--- config.mk ---
export PLATFORM = sky130hd
export DESIGN_NAME = infix_to_postfix_stream_flat
export DESIGN_NICKNAME = d
export VERILOG_FILES = /design/src/rtl/infix_to_postfix_stream_if.sv /design/src/rtl/infix_to_postfix_stream.sv /design/src/flat_wrapper.sv
export SDC_FILE = /design/constraint.sdc
export NUM_CORES = 1
export LEC_CHECK = 0
export ABC_CLOCK_PERIOD_IN_PS = 9100
export CORE_MARGIN = 2
export CORE_UTILIZATION = 55
export CTS_CLUSTER_DIAMETER = 30
export CTS_CLUSTER_SIZE = 10
export DETAILED_ROUTE_END_ITERATION = 10
export HOLD_SLACK_MARGIN = 0.02
export MAX_ROUTING_LAYER = met4
export PLACE_DENSITY_LB_ADDON = 0.12
export SLEW_MARGIN = 25
export SYNTH_ARGS = -nofsm -noshare
export SYNTH_HDL_FRONTEND = slang
export SYNTH_SLANG_ARGS = --single-unit
--- constraint.sdc ---
create_clock -name clk -period 9.1 [get_ports clk]
set_input_delay 0.91 -clock clk [delete_from_list [all_inputs] [get_ports clk]]
set_output_delay 0.91 -clock clk [all_outputs]
set_load 0.05 [all_outputs]
--- src/rtl/infix_to_postfix_stream_if.sv ---
// Character-stream bus between a character source and the infix->postfix converter.
// The master drives characters in and receives the postfix stream and error pulse.
interface infix_to_postfix_stream_if #(
    parameter int DATA_W = 8
);
    logic              load;
    logic [DATA_W-1:0] infix;
    logic              ready;
    logic [DATA_W-1:0] postfix;
    logic              err;

    modport master (output load, infix, input ready, postfix, err);
    modport slave  (input load, infix, output ready, postfix, err);
endinterface

--- src/rtl/infix_to_postfix_stream.sv ---
// Streaming infix->postfix converter (shunting-yard). Buffers one expression burst,
// converts it with an operator stack one step per cycle, then streams the postfix form.
// Unbalanced parentheses, input overflow and stack overflow end in a one-cycle err pulse.
module infix_to_postfix_stream #(
    parameter int DATA_W      = 8,
    parameter int MAX_LEN     = 32,
    parameter int STACK_DEPTH = 16
) (
    input  logic                    clk,
    input  logic                    reset,
    infix_to_postfix_stream_if.slave bus
);
    localparam int CNT_W  = $clog2(MAX_LEN + 1);
    localparam int IDX_W  = $clog2(MAX_LEN);
    localparam int SP_W   = $clog2(STACK_DEPTH + 1);
    localparam int SIDX_W = $clog2(STACK_DEPTH);

    localparam logic [CNT_W-1:0] MAX_CNT  = CNT_W'(MAX_LEN);
    localparam logic [SP_W-1:0]  STK_FULL = SP_W'(STACK_DEPTH);

    localparam logic [DATA_W-1:0] CH_ADD = DATA_W'(8'h2B);
    localparam logic [DATA_W-1:0] CH_SUB = DATA_W'(8'h2D);
    localparam logic [DATA_W-1:0] CH_MUL = DATA_W'(8'h2A);
    localparam logic [DATA_W-1:0] CH_DIV = DATA_W'(8'h2F);
    localparam logic [DATA_W-1:0] CH_POW = DATA_W'(8'h5E);
    localparam logic [DATA_W-1:0] CH_LP  = DATA_W'(8'h28);
    localparam logic [DATA_W-1:0] CH_RP  = DATA_W'(8'h29);

    typedef enum logic [2:0] {IDLE, LOAD, CONV, FLUSH, OUT, ERR} state_t;

    function automatic logic is_op(input logic [DATA_W-1:0] c);
        return (c == CH_ADD) || (c == CH_SUB) || (c == CH_MUL) || (c == CH_DIV) || (c == CH_POW);
    endfunction

    function automatic logic [1:0] prec(input logic [DATA_W-1:0] c);
        if (c == CH_POW) return 2'd3;
        else if ((c == CH_MUL) || (c == CH_DIV)) return 2'd2;
        else return 2'd1;
    endfunction

    state_t            state_q, state_d;
    logic [CNT_W-1:0]  in_cnt_q, in_cnt_d;
    logic [CNT_W-1:0]  in_idx_q, in_idx_d;
    logic [CNT_W-1:0]  out_cnt_q, out_cnt_d;
    logic [CNT_W-1:0]  out_idx_q, out_idx_d;
    logic [SP_W-1:0]   sp_q, sp_d;
    logic              ovf_q, ovf_d;

    logic [DATA_W-1:0] in_buf_q  [MAX_LEN];
    logic [DATA_W-1:0] out_buf_q [MAX_LEN];
    logic [DATA_W-1:0] stk_q     [STACK_DEPTH];

    logic              in_we, out_we, stk_we;
    logic [IDX_W-1:0]  in_waddr, out_waddr;
    logic [SIDX_W-1:0] stk_waddr;
    logic [DATA_W-1:0] in_wdata, out_wdata, stk_wdata;

    logic [SP_W-1:0]   sp_m1;
    logic [DATA_W-1:0] cur_ch, top_ch;
    logic              pop_for_op;

    assign sp_m1  = sp_q - SP_W'(1);
    assign cur_ch = in_buf_q[in_idx_q[IDX_W-1:0]];
    assign top_ch = stk_q[sp_m1[SIDX_W-1:0]];
    // Stacked operator must leave first if it binds tighter, or equally tight for left-assoc input.
    assign pop_for_op = (sp_q != '0) && is_op(top_ch) &&
                        ((prec(top_ch) > prec(cur_ch)) ||
                         ((prec(top_ch) == prec(cur_ch)) && (cur_ch != CH_POW)));

    // State and control registers; reset clears control only, buffer contents are don't-care.
    always_ff @(posedge clk) begin
        if (reset) begin
            state_q   <= IDLE;
            in_cnt_q  <= '0;
            in_idx_q  <= '0;
            out_cnt_q <= '0;
            out_idx_q <= '0;
            sp_q      <= '0;
            ovf_q     <= 1'b0;
        end else begin
            state_q   <= state_d;
            in_cnt_q  <= in_cnt_d;
            in_idx_q  <= in_idx_d;
            out_cnt_q <= out_cnt_d;
            out_idx_q <= out_idx_d;
            sp_q      <= sp_d;
            ovf_q     <= ovf_d;
        end
    end

    // Buffer and stack write ports.
    always_ff @(posedge clk) begin
        if (in_we)  in_buf_q[in_waddr]  <= in_wdata;
        if (out_we) out_buf_q[out_waddr] <= out_wdata;
        if (stk_we) stk_q[stk_waddr]     <= stk_wdata;
    end

    // Next-state and datapath step: one char consumed or one operator popped per cycle.
    always_comb begin
        state_d   = state_q;
        in_cnt_d  = in_cnt_q;
        in_idx_d  = in_idx_q;
        out_cnt_d = out_cnt_q;
        out_idx_d = out_idx_q;
        sp_d      = sp_q;
        ovf_d     = ovf_q;
        in_we     = 1'b0;
        in_waddr  = in_cnt_q[IDX_W-1:0];
        in_wdata  = bus.infix;
        out_we    = 1'b0;
        out_waddr = out_cnt_q[IDX_W-1:0];
        out_wdata = cur_ch;
        stk_we    = 1'b0;
        stk_waddr = sp_q[SIDX_W-1:0];
        stk_wdata = cur_ch;
        unique case (state_q)
            IDLE: begin
                if (bus.load) begin
                    in_we    = 1'b1;
                    in_waddr = '0;
                    in_cnt_d = CNT_W'(1);
                    ovf_d    = 1'b0;
                    state_d  = LOAD;
                end
            end
            LOAD: begin
                if (bus.load) begin
                    if (in_cnt_q < MAX_CNT) begin
                        in_we    = 1'b1;
                        in_cnt_d = in_cnt_q + CNT_W'(1);
                    end else begin
                        ovf_d = 1'b1;
                    end
                end else begin
                    in_idx_d  = '0;
                    out_cnt_d = '0;
                    sp_d      = '0;
                    state_d   = ovf_q ? ERR : CONV;
                end
            end
            CONV: begin
                if (in_idx_q == in_cnt_q) begin
                    state_d = FLUSH;
                end else if (cur_ch == CH_LP) begin
                    if (sp_q == STK_FULL) begin
                        state_d = ERR;
                    end else begin
                        stk_we   = 1'b1;
                        sp_d     = sp_q + SP_W'(1);
                        in_idx_d = in_idx_q + CNT_W'(1);
                    end
                end else if (cur_ch == CH_RP) begin
                    if (sp_q == '0) begin
                        state_d = ERR;
                    end else if (top_ch == CH_LP) begin
                        sp_d     = sp_m1;
                        in_idx_d = in_idx_q + CNT_W'(1);
                    end else begin
                        out_we    = 1'b1;
                        out_wdata = top_ch;
                        out_cnt_d = out_cnt_q + CNT_W'(1);
                        sp_d      = sp_m1;
                    end
                end else if (is_op(cur_ch)) begin
                    if (pop_for_op) begin
                        out_we    = 1'b1;
                        out_wdata = top_ch;
                        out_cnt_d = out_cnt_q + CNT_W'(1);
                        sp_d      = sp_m1;
                    end else if (sp_q == STK_FULL) begin
                        state_d = ERR;
                    end else begin
                        stk_we   = 1'b1;
                        sp_d     = sp_q + SP_W'(1);
                        in_idx_d = in_idx_q + CNT_W'(1);
                    end
                end else begin
                    out_we    = 1'b1;
                    out_cnt_d = out_cnt_q + CNT_W'(1);
                    in_idx_d  = in_idx_q + CNT_W'(1);
                end
            end
            FLUSH: begin
                if (sp_q == '0) begin
                    out_idx_d = '0;
                    state_d   = (out_cnt_q == '0) ? IDLE : OUT;
                end else if (top_ch == CH_LP) begin
                    state_d = ERR;
                end else begin
                    out_we    = 1'b1;
                    out_wdata = top_ch;
                    out_cnt_d = out_cnt_q + CNT_W'(1);
                    sp_d      = sp_m1;
                end
            end
            OUT: begin
                out_idx_d = out_idx_q + CNT_W'(1);
                if (CNT_W'(out_idx_q + CNT_W'(1)) == out_cnt_q) state_d = IDLE;
            end
            ERR: begin
                in_cnt_d  = '0;
                out_cnt_d = '0;
                sp_d      = '0;
                ovf_d     = 1'b0;
                state_d   = IDLE;
            end
            default: state_d = IDLE;
        endcase
    end

    // Outputs decoded from the registered state.
    always_comb begin
        bus.ready   = (state_q == OUT);
        bus.postfix = (state_q == OUT) ? out_buf_q[out_idx_q[IDX_W-1:0]] : '0;
        bus.err     = (state_q == ERR);
    end
endmodule

--- src/flat_wrapper.sv ---
// flat-port wrapper written by rule: the top's interface ports become plain ports
module infix_to_postfix_stream_flat 
#(
    parameter int DATA_W      = 8,
    parameter int MAX_LEN     = 32,
    parameter int STACK_DEPTH = 16
)
  (clk, reset, bus_load, bus_infix, bus_ready, bus_postfix, bus_err);
  infix_to_postfix_stream_if #(.DATA_W(DATA_W)) bus_i ();
  input  logic clk;
  input  logic reset;
  input wire logic [$bits(bus_i.load)-1:0] bus_load;
  input wire logic [$bits(bus_i.infix)-1:0] bus_infix;
  output wire logic [$bits(bus_i.ready)-1:0] bus_ready;
  output wire logic [$bits(bus_i.postfix)-1:0] bus_postfix;
  output wire logic [$bits(bus_i.err)-1:0] bus_err;
  assign bus_i.load = bus_load;
  assign bus_i.infix = bus_infix;
  assign bus_ready = bus_i.ready;
  assign bus_postfix = bus_i.postfix;
  assign bus_err = bus_i.err;
  infix_to_postfix_stream #(.DATA_W(DATA_W), .MAX_LEN(MAX_LEN), .STACK_DEPTH(STACK_DEPTH)) u_core (.clk(clk), .reset(reset), .bus(bus_i));
endmodule
==> metrics <==
sequential-to-total area share from yosys stat 70.1%; Hold Violations, Final 0; All-Layer GR Usage 25.7%; final period utilization 81.1%; CTS Hold Bufs 0; port bufs 20; share of power burned in registers 40.8%; DIE AREA 53,900 µm²; Pint 6.94 mW; largest family of logic cells by synthesized area multiplexers; top cell type's share of synthesized area 67.1%; CP Launch Type flop; ys async rst share 0%; initial core utilization 55.7%; H-Tree Depth 3; worst-margin pin slew 1.09 ns; #FFs+latches synth 683; Final setup viols 0; Mapped Cells 1,568; Sw Ratio 25.4%; mean post-synth cell area 18.3 µm²; crit path max fanout 41; WL per Instance 26.8 µm; post-DP HPWL 40,000 µm; area leader, netlist edfxtp_1; clock skew 0.0419 ns; Synth cell types 80; Routed Antenna Nets 0; largest cells by area after synthesis edfxtp_1 67%, mux4_2 15%, dfxtp_1 3.0%; Synth Area in XOR/XNOR 0.878%; Synth Area in Adders 0.568%; crit path DAT 7.68 ns; Cell Area, Synth 28,600 µm²; clock power share 47.2%; Nets 1,673; WS Path Type flop to flop; initial antenna violation count 2; DR DRC count 0; clk root buf clkbuf_16; Hold Path Class flop to flop; Non-Filler Instances 2,435; die width 232 µm; minimum clock period 7.38 ns; Post-synth EDFFs 640; vias per inst 6.30; max_slew headroom 27.1%; reg2reg end u_core.out_buf_q[20][1]; status completed; Pre-antenna DRT Iters 5; GP Congestion 0.857; area of the core 51,400 µm²; Worst Path Required 9.40 ns; Clock Sinks 683; Post-CTS Setup Bufs 0; TNS Setup 0 ns; Simple-Gate Fraction of Synth Area 6.27%; Ys Warns 0; # rows 83; most common cell after layout, fill and taps aside edfxtp_1; placed insts 2,207; Sw Pwr 2.37 mW; worst skew pair latency 0.68 ns; Logic pwr share 12.0%; Reg2Reg Depth 16; First DRT Iteration DRCs 1,586; GRT Residual Overflow 0; commonest non-fill, non-tap cells in the layout 640 x edfxtp_1, 187 x mux4_2, 121 x clkbuf_16; final WL 65,300 µm; RSZ-0062 raised after global routing no; Top Ports 21; first-pass GRT wire length 98,300 µm; highest clock rate 136 MHz; via count 15,300; largest net degree at the start of global routing 65; clk slew on worst S/H paths 0.05 ns; Final Util 65.4%; Synth Area in Compound Gates 3.79%; Setup crit end kind flop; Net Count, Synth 1,592; cts bufs inserted 120; layout cell share with drive strength beyond 1 26.1%; Die Ht 232 µm; Power Density 277 nW/µm²; Slew Viols, Final 0; ys flop type edfxtp_1; CP endpoint u_core.out_buf_q[20][1]; post_cts resized 0; Leak 10.8 nW; area delta synth->final 17.4%; Max-Cap Viols 0; vias in the first global route 15,500; CTS tree done; Reg2Reg Setup Slack 1.72 ns; deepest clock path buffer count 3; post-synthesis mux area share 16.7%; Max IR drop VDD 0.235 mV
[metal layers]
metal / GRT usage [%] / share of wire, %
met5: - / 0
met4: 7.79 / 2.1
met3: 4.22 / 6.8
met2: 40.8 / 50
met1: 34.7 / 41
[cell usage after synthesis, types with 4 or more instances]
cell type,instances
a21oi_1,25
a41o_1,5
inv_1,21
buf_6,6
a211oi_1,5
nor4_1,4
o211ai_1,6
mux4_2,187
nor3_1,17
buf_1,17
nand2_1,57
nand2b_1,7
ha_1,13
and4_1,12
a31oi_1,13
a22oi_1,5
xnor2_1,14
clkbuf_1,49
dfxtp_1,43
a21o_1,6
nand3b_1,12
mux2_2,14
nand3_1,21
nor3b_1,14
nand4_1,7
a2111oi_0,4
mux2i_1,38
and3_1,44
o21ai_0,31
nor2b_1,16
buf_2,14
edfxtp_1,640
and2_1,7
or3_1,8
nor2_1,101
xor2_1,9
[power by group through the flow]
stage	combinational, mW	clock, mW	sequential [mW]
4_1_cts	1.13	4.43	3.80
5_1_grt	1.21	4.58	3.80
6_report	1.12	4.39	3.79
2_1_floorplan	0.678	0	3.84
3_5_place_dp	1.12	0	3.85
3_3_place_gp	1.10	0	3.85
[logic make-up (layout without fill, tap and decap cells)]
logic type,count (synthesis),after routing
buf+inv,113,298
fa+ha+maj,13,13
flops,683,683
mux,240,240
compound gates,153,153
simple gates,341,341
other cells,0,2
xor+xnor,25,25
[per-stage QoR]
| stage | instance area, µm² | setup WS (ns) | hold WS (ns) | power [mW] |
|---|---|---|---|---|
| after floorplan | 28600 | 2.16 | 0.458 | 4.52 |
| after global routing | 33600 | 1.26 | 0.519 | 9.59 |
| after detailed placement | 29600 | 1.75 | 0.505 | 4.98 |
| after CTS | 33600 | 1.69 | 0.499 | 9.36 |
| final | 33600 | 1.72 | 0.498 | 9.31 |
| after global placement | 29500 | 1.73 | 0.473 | 4.95 |
[worst min-delay path by stage]
stage                             from            endpoint  slack [ns]  cells after the start
floorplan           u_core.in_idx_q[5]  u_core.in_idx_q[5]        0.46                      2
global placement    u_core.in_idx_q[5]  u_core.in_idx_q[5]        0.47                      2
detailed placement  u_core.in_idx_q[5]  u_core.in_idx_q[5]        0.51                      2
CTS                 u_core.in_idx_q[5]  u_core.in_idx_q[5]        0.50                      2
global route        u_core.in_idx_q[5]  u_core.in_idx_q[5]        0.52                      2
finish              u_core.in_idx_q[5]  u_core.in_idx_q[5]        0.50                      2
[final cells by class]
class                   count  area, µm²
diodes                      2       5.00
clock buffers             134       3080
clock inverters            92        987
fillers                  3374      17800
inverters                  23       86.3
multi-input cells         772       8120
flip-flops and latches    683      20100
well taps                 680        851
repair buffers             49        404
[flip-flops by register name, indices dropped and copies added, names as in the netlist, named ones only]
signal	cells
u_core.in_buf_q	256
u_core.in_cnt_q	6
u_core.in_idx_q	6
u_core.out_buf_q	256
u_core.out_cnt_q	6
u_core.out_idx_q	6
u_core.ovf_q	1
u_core.sp_q	5
u_core.state_q	3
u_core.stk_q	128
[worst max-delay path, stage by stage, from the launching register on]
cell and delay (ns):
dfxtp_4 0.89, buf_4 0.41, mux4_2 0.55, mux4_2 0.54
mux2_2 0.48, nand2b_1 0.27, or3_1 0.53, and2_1 0.21
ha_1 0.30, a21oi_1 0.06, a2111oi_0 0.75, o41ai_4 0.25
a21oi_2 0.48, o211ai_1 0.17, a21oi_2 0.16, buf_4 0.34
and3_1 0.50
Note: power is estimated with default switching activity, not from simulation.
